File: config.mk
export PLATFORM = sky130hd
export DESIGN_NAME = imem_dmem_arbiter
export DESIGN_NICKNAME = d
export VERILOG_FILES = /design/src/rtl/imem_dmem_arbiter.sv
export SDC_FILE = /design/constraint.sdc
export NUM_CORES = 1
export LEC_CHECK = 0
export BUFFER_PORTS_ARGS = -buffer_cell sky130_fd_sc_hd__buf_2
export CAP_MARGIN = 40
export CORE_AREA = 2 2 108 110
export DETAILED_ROUTE_END_ITERATION = 6
export DIE_AREA = 0 0 110 112
export PLACE_DENSITY = 0.72
export SYNTH_ARGS = -nofsm -noshare
export SYNTH_HDL_FRONTEND = slang
export SYNTH_SLANG_ARGS = --single-unit
File: constraint.sdc
create_clock -name clk -period 2.2 [get_ports clk]
set_input_delay 0.11 -clock clk [delete_from_list [all_inputs] [get_ports clk]]
set_output_delay 0.11 -clock clk [all_outputs]
set_load 0.01 [all_outputs]
File: src/rtl/imem_dmem_arbiter.sv
// Arbiter sharing one single-port memory between fetch (IF) and data (DM) requesters.
// Optional response watchdog with bus_err pulse enabled by defining ARB_TIMEOUT_EN.
module imem_dmem_arbiter #(
    parameter int XLEN           = 32,
    parameter int MAX_DM_STREAK  = 4,
    parameter int TIMEOUT_CYCLES = 64
) (
    input  logic            clk,
    input  logic            reset,
    input  logic            if_req,
    input  logic [XLEN-1:0] if_addr,
    output logic            if_valid,
    output logic [XLEN-1:0] if_rdata,
    input  logic            dm_req,
    input  logic            dm_we,
    input  logic [3:0]      dm_be,
    input  logic [XLEN-1:0] dm_addr,
    input  logic [XLEN-1:0] dm_wdata,
    output logic            dm_valid,
    output logic [XLEN-1:0] dm_rdata,
    output logic            mem_req,
    output logic            mem_we,
    output logic [3:0]      mem_be,
    output logic [XLEN-1:0] mem_addr,
    output logic [XLEN-1:0] mem_wdata,
    input  logic            mem_gnt,
    input  logic            mem_rvalid,
    input  logic [XLEN-1:0] mem_rdata,
    output logic            stall_if,
    output logic            stall_mem,
    output logic            bus_err
);

    typedef enum logic [1:0] {
        IDLE,
        REQ,
        RESP
    } state_t;

    localparam logic [3:0] STREAK_MAX = 4'(MAX_DM_STREAK);

    if (MAX_DM_STREAK < 1 || MAX_DM_STREAK > 15) begin : g_bad_streak
        $error("MAX_DM_STREAK must be in 1..15");
    end
    if (TIMEOUT_CYCLES < 1 || TIMEOUT_CYCLES > 255) begin : g_bad_timeout
        $error("TIMEOUT_CYCLES must be in 1..255");
    end

    state_t          r_state;
    state_t          w_state_nxt;
    logic            r_owner;
    logic [3:0]      r_streak;
    logic [3:0]      w_streak_nxt;
    logic            r_we;
    logic [3:0]      r_be;
    logic [XLEN-1:0] r_addr;
    logic [XLEN-1:0] r_wdata;

    logic w_streak_full;
    logic w_sel_dm;
    logic w_sel_if;
    logic w_load;
    logic w_timeout;
    logic w_done;
    logic w_fin;

    // DM normally wins; IF is forced once DM has won MAX_DM_STREAK times in a row.
    assign w_streak_full = (r_streak == STREAK_MAX);
    assign w_sel_dm      = dm_req & ~(if_req & w_streak_full);
    assign w_sel_if      = ~w_sel_dm & if_req;
    assign w_load        = (r_state == IDLE) & (w_sel_dm | w_sel_if);

`ifdef ARB_TIMEOUT_EN
    localparam logic [7:0] TMO_LAST = 8'(TIMEOUT_CYCLES - 1);

    logic [7:0] r_tcnt;

    always_ff @(posedge clk) begin
        if (reset) begin
            r_tcnt <= '0;
        end else if (r_state != RESP) begin
            r_tcnt <= '0;
        end else if (!mem_rvalid) begin
            r_tcnt <= r_tcnt + 8'd1;
        end
    end

    assign w_timeout = (r_state == RESP) & ~mem_rvalid & (r_tcnt == TMO_LAST);
`else
    assign w_timeout = 1'b0;
`endif

    assign w_done = (r_state == RESP) & (mem_rvalid | w_timeout);

    always_comb begin
        w_state_nxt  = r_state;
        w_streak_nxt = r_streak;
        case (r_state)
            IDLE: begin
                if (w_sel_dm | w_sel_if) begin
                    w_state_nxt = REQ;
                end
                if (w_sel_if || !if_req) begin
                    w_streak_nxt = '0;
                end else if (w_sel_dm && !w_streak_full) begin
                    w_streak_nxt = r_streak + 4'd1;
                end
            end
            REQ: begin
                if (mem_gnt) begin
                    w_state_nxt = RESP;
                end
            end
            RESP: begin
                if (w_done) begin
                    w_state_nxt = IDLE;
                end
            end
            default: begin
                w_state_nxt = IDLE;
            end
        endcase
    end

    always_ff @(posedge clk) begin
        if (reset) begin
            r_state  <= IDLE;
            r_owner  <= 1'b0;
            r_streak <= '0;
            r_we     <= 1'b0;
            r_be     <= '0;
            r_addr   <= '0;
            r_wdata  <= '0;
        end else begin
            r_state  <= w_state_nxt;
            r_streak <= w_streak_nxt;
            if (w_load) begin
                r_owner <= w_sel_dm;
                r_we    <= w_sel_dm & dm_we;
                r_be    <= w_sel_dm ? dm_be : 4'hF;
                r_addr  <= w_sel_dm ? dm_addr : if_addr;
                r_wdata <= w_sel_dm ? dm_wdata : '0;
            end
        end
    end

    assign mem_req   = (r_state == REQ);
    assign mem_we    = r_we;
    assign mem_be    = r_be;
    assign mem_addr  = r_addr;
    assign mem_wdata = r_wdata;

    // Reset must suppress a response that lands in the same cycle.
    assign w_fin     = ~reset & w_done;
    assign if_valid  = w_fin & ~r_owner;
    assign dm_valid  = w_fin & r_owner;
    assign if_rdata  = w_timeout ? '0 : mem_rdata;
    assign dm_rdata  = w_timeout ? '0 : mem_rdata;
    assign bus_err   = ~reset & w_timeout;

    assign stall_if  = if_req & ~if_valid;
    assign stall_mem = dm_req & ~dm_valid;

endmodule

# [Word-level counts from Yosys, hierarchy flattened]
# Cells that the tools add are included.
[totals] reg_bits=76 inputBits=139
[op_classes] n_reduce_logical=8 bitwise_logic=18 mux=9 n_addsub=1 eq_ne=6
[op_table] cell="$mux W32" count=2
[op_table] cell="$mux W4" count=3
[op_table] cell="$and A1 B1 Y1" count=11
[op_table] cell="$mux W2" count=3
[op_table] cell="$not A1 Y1" count=6
[op_table] cell="$pmux W2 S3" count=1
[op_table] cell="$add A4 B1 Y4 const B" count=1
[op_table] cell="$eq A4 B3 Y1 const B" count=1
[op_table] cell="$ne A2 B1 Y1 const B" count=2
[op_table] cell="$reduce_and A3 Y1" count=1
[op_table] cell="$eq A2 B1 Y1 const B" count=1
[op_table] cell="$eq A2 B2 Y1 const B" count=1
[op_table] cell="$logic_not A1 Y1" count=2
[op_table] cell="$logic_not A2 Y1" count=1
[op_table] cell="$ne A2 B2 Y1 const B" count=1
[op_table] cell="$reduce_and A2 Y1" count=1
[op_table] cell="$reduce_bool A2 Y1" count=1
[op_table] cell="$logic_and A1 B1 Y1" count=1
[op_table] cell="$logic_or A1 B1 Y1" count=1
[op_table] cell="$or A1 B1 Y1" count=1

# [Longest topological paths before layout]
[logic_depth] depth_word=9 mapped_depth=7 ltp_nobuf=5

# [Least setup slack after synthesis]
# OpenSTA, ideal clock, no wires.
[synth_timing] path_type="register to register" startpoint="register r_streak[0]" endpoint="register r_addr[24] (netlist: mem_addr[24])" stages_incl_launch_ff=8 arrival_time_ns=1.360 setup_slack_ns=0.751 n_path_buf=2 t_required_ns=2.111 cell_sequence="dfxtp_1 inv_1 ha_1 nand4b_1 buf_4 buf_4 nand3_1 a311oi_2"
[synth_via] elab_chain_len=8 elab_cells_between_ends=9
[synth_lines] element="start, declared" line="52" source="logic [3:0] r_streak;"
[synth_lines] element="start signal, assigned" line="136" source="r_streak <= w_streak_nxt;"
[synth_lines] element="$eq A4 B3 Y1 (*)" line="68" source="assign w_streak_full = (r_streak == STREAK_MAX);"
[synth_lines] element="$and A1 B1 Y1 (*)" line="69" source="assign w_sel_dm = dm_req & ~(if_req & w_streak_full);"
[synth_lines] element="$not A1 Y1 (*)" line="69"
[synth_lines] element="$and A1 B1 Y1 (*)" line="69"
[synth_lines] element="$not A1 Y1" line="70" source="assign w_sel_if = ~w_sel_dm & if_req;"
[synth_lines] element="$and A1 B1 Y1" line="70"
[synth_lines] element="$or A1 B1 Y1" line="71" source="assign w_load = (r_state == IDLE) & (w_sel_dm | w_sel_if);"
[synth_lines] element="$and A1 B1 Y1" line="71"
[synth_lines] element="end signal, assigned" line="141" source="r_addr <= w_sel_dm ? dm_addr : if_addr;"
[synth_lines] element="end, declared" line="56" source="logic [XLEN-1:0] r_addr;"
# Every way passes the cells marked *; elsewhere a longest branch is shown, timed or not.
# A chain may end at the register's enable or synchronous reset.

# [Worst setup path after layout]
[layout_timing] startpoint="register r_streak[0]" endpoint="register r_be[0] (netlist: mem_be[0])"
[layout_via] elab_chain_len=8 elab_cells_between_ends=9
[layout_lines] element="$eq A4 B3 Y1 (*)" line="68"
[layout_lines] element="$and A1 B1 Y1 (*)" line="69"
[layout_lines] element="$not A1 Y1 (*)" line="69"
[layout_lines] element="$and A1 B1 Y1 (*)" line="69"
[layout_lines] element="$not A1 Y1" line="70"
[layout_lines] element="$and A1 B1 Y1" line="70"
[layout_lines] element="$or A1 B1 Y1" line="71"
[layout_lines] element="$and A1 B1 Y1" line="71"
[layout_lines] element="end signal, assigned" line="140" source="r_be <= w_sel_dm ? dm_be : 4'hF;"
[layout_lines] element="end, declared" line="55" source="logic [3:0] r_be;"
# Marks and branches as above.

==> impl_metrics.tcl <==
set metrics [dict create \
    antenna_found_initial 1 \
    r2r_cells 6 \
    fin_skew_ns 0.00637 \
    start_kind "flop" \
    critPathKind "reg2reg" \
    switchingPower_w 0.00111 \
    postPlaceCellArea_um2 4570 \
    clock-sinks 76 \
    fin_nets 699 \
    finalInstanceArea_um2 4910 \
    synth_seq_cells 76 \
    syn_inst 470 \
    start_util_pct 36.9 \
    total_power_w 0.00403 \
    cts_resized 0 \
    synth_nets 611 \
    vias 3892 \
    coreArea_um2 11200 \
    synth_enable_flop_cells 0 \
    grt_pass1_wl_um 19200 \
    crit_path_max_incr_delay_ns 0.37 \
    max_freq_mhz 572 \
    grt_max_degree 52 \
    clockBufferDepth 2 \
    maxCapViolCount 0 \
    wl_per_cell_um 17.7 \
    synth_area_leaders "dfxtp_1 37%, buf_4 13%, a311oi_2 11%" \
    overflow 0 \
    htreeDepth 3 \
    synth_area_um2 4120 \
    status "finished clean" \
    grt_use_total_pct 19.8 \
    finalSetupTns_ns 0 \
    rr_startpoint "r_streak[0]" \
    relSlewSlack_pct 50.7 \
    slowest_stage "dfxtp_1" \
    synth-seq-area-share_pct 36.9 \
    ff2ff_setup_slack_ns 0.45 \
    power_frac_seq_pct 38.8 \
    synth_ff_type "dfxtp_1" \
    dp_hpwl_um 8630 \
    comb_power_share_pct 19.9 \
    fin_ws_ns 0.452 \
    yosysWarnings 0 \
    drtPass1Iterations 4 \
    place.gp.congestion 0.768 \
    dp_slack_ns 0.446 \
    hold_violations 0 \
    drv_slew 0 \
    crit_start "r_streak[0]" \
    yosys.area.top_type "dfxtp_1" \
    worstMarginPinSlew_ns 0.739 \
    routed_via_density 5.50 \
    ys_top_cells_by_count "76 x dfxtp_1, 70 x buf_4, 69 x a21oi_1, 37 x o21ai_0" \
    crit_family "simple AND/OR/NAND/NOR gates" \
    clkTransAtPathRegs_ns 0.06 \
    io_buffers 180 \
    internal_power_w 0.00292 \
    io_pins 278 \
    path_buf_inv 2 \
    insertion_delay_ns 0.34 \
    antenna_left 0 \
    ir_drop_v 0.000378 \
    cp_data_required_time_ns 2.42 \
    synth_top_area_share_pct 36.9 \
    synthMostInstantiatedCell "dfxtp_1" \
    worstSetupPathDepth 6 \
    power_density_nw_per_um2 821 \
    worstPathCellList "inv_1 -> ha_1 -> nand4b_1 -> buf_12 -> nand3_1 -> o221a_1" \
    dieHeight_um 112 \
    rsz0062_at_grt "no" \
    cts_root_buffer "clkbuf_16" \
    hold_buffers 0 \
    cts_buffers 9 \
    drc 0 \
    drt_iter0_drc 333 \
    drive_above_1_share_pct 43.2 \
    syn_avg_cell_area_um2 8.76 \
    wl_um 12500 \
    synth_async_sr_flop_share_pct 0 \
    reg2reg_to "mem_be[0]" \
    fp.dieW_um 110 \
    grt_pass1_vias 3897 \
    fp-row-count 39 \
    die_area_um2 12300 \
    endpoint "mem_be[0]" \
    critPathMaxFanout 48 \
    p_clk_share_pct 41.3 \
    yosysUniqueCellTypes 34 \
    cp-end-kind "flop" \
    netSwitchingFraction_pct 27.6 \
    setup_violations 0 \
    syn_to_final_growth_pct 19.3 \
    cts_tree "built" \
    min_from "dm_be[3]" \
    cp.arrival_ns 1.97 \
    cts_setup_buffers 0 \
    hold_class "in2reg" \
    period_share_pct 79.4 \
    power_leakage_nw 2.09 \
    fin_crit_ns 1.75 \
]
==> worst register-to-register path, stage by stage (launching register included) <==
cell and delay [ns]:
dfxtp_1 0.37, inv_1 0.08, ha_1 0.23, nand4b_1 0.20
buf_12 0.25, nand3_1 0.21, o221a_1 0.29
==> flip-flops by register name, indices dropped and copies added (netlist names) <==
| register | flops |
|---|---|
| r_streak | 4 |
| mem_we | 1 |
| r_state | 2 |
| mem_be | 4 |
| r_owner | 1 |
| mem_wdata | 32 |
| mem_addr | 32 |
==> per-stage QoR <==
step	hold slack (ns)	cells	utilization (%)
finish	0.0412	707	44.0
global placement	0.220	689	40.7
floorplan	0.272	470	-
global route	0.0437	707	44.0
detailed placement	0.220	690	40.9
CTS	0.0294	706	44.0
==> cells in the final DEF, fill, tap and decap left out, drive strengths merged <==
| master | netlist | routed |
|---|---|---|
| conb | 1 | 1 |
| o21ai | 66 | 66 |
| clkinvlp | 0 | 1 |
| nor3 | 1 | 1 |
| a22oi | 1 | 1 |
| and2 | 2 | 2 |
| buf | 93 | 193 |
| diode | 0 | 1 |
| dfxtp | 76 | 76 |
| nand4b | 4 | 4 |
| clkbuf | 23 | 13 |
| nand2 | 5 | 5 |
| or2 | 2 | 2 |
| a31oi | 2 | 2 |
| o221a | 4 | 4 |
| a21oi | 69 | 69 |
| nor2 | 6 | 6 |
| and4b | 1 | 1 |
| bufinv | 0 | 2 |
| nor4bb | 1 | 1 |
| inv | 4 | 4 |
| ha | 2 | 2 |
| a311oi | 32 | 32 |
| nand3b | 1 | 1 |
| nand2b | 1 | 1 |
| nor2b | 3 | 3 |
| nand3 | 35 | 35 |
| nand4 | 35 | 35 |
==> layer usage <==
metal | GRT usage (%) | vias to the layer above | routed length (µm)
met3 | 6.26 | 48 | 1140
met4 | 10.8 | 0 | 484
met2 | 32.6 | 190 | 5850
met5 | 0 | - | 0
li1 | - | 1855 | -
met1 | 22.5 | 1799 | 5030
==> power groups by stage <==
stage               clock network, W  registers, W  logic (W)
floorplan                          0       0.00164   0.000560
global placement                   0       0.00159   0.000781
detailed placement                 0       0.00159   0.000808
CTS                          0.00170       0.00157   0.000807
global route                 0.00176       0.00158   0.000882
finish                       0.00166       0.00157   0.000805
==> cell type report <==
cell class	instances	area (µm²)
fill	1101	6260
multi-input combinational	274	1830
sequential	76	1520
timing repair buffer	193	1030
clock buffer	13	270
tap	143	179
clock inverter	3	67.6
inverter	4	15.0
antenna	1	2.50
==> kinds of logic after synthesis <==
logic type                 share of synthesized area, %
AOI/OAI and AO/OA                                  29.3
buffers and inverters                              18.9
and+or+nand+nor                                    14.2
DFF                                                36.9
adders and majority gates                         0.607
other                                            0.0910
==> worst min path at each step <==
stage                              end  slack (ns)  depth (start not counted)
after floorplan             r_state[1]        0.27                          2
after global placement    dm_rdata[10]        0.22                          0
after detailed placement  dm_rdata[10]        0.22                          0
after CTS                    mem_be[3]        0.03                          2
after global routing         mem_be[3]        0.04                          2
final                        mem_be[3]        0.04                          2
Note: power is estimated with default switching activity, not from simulation.
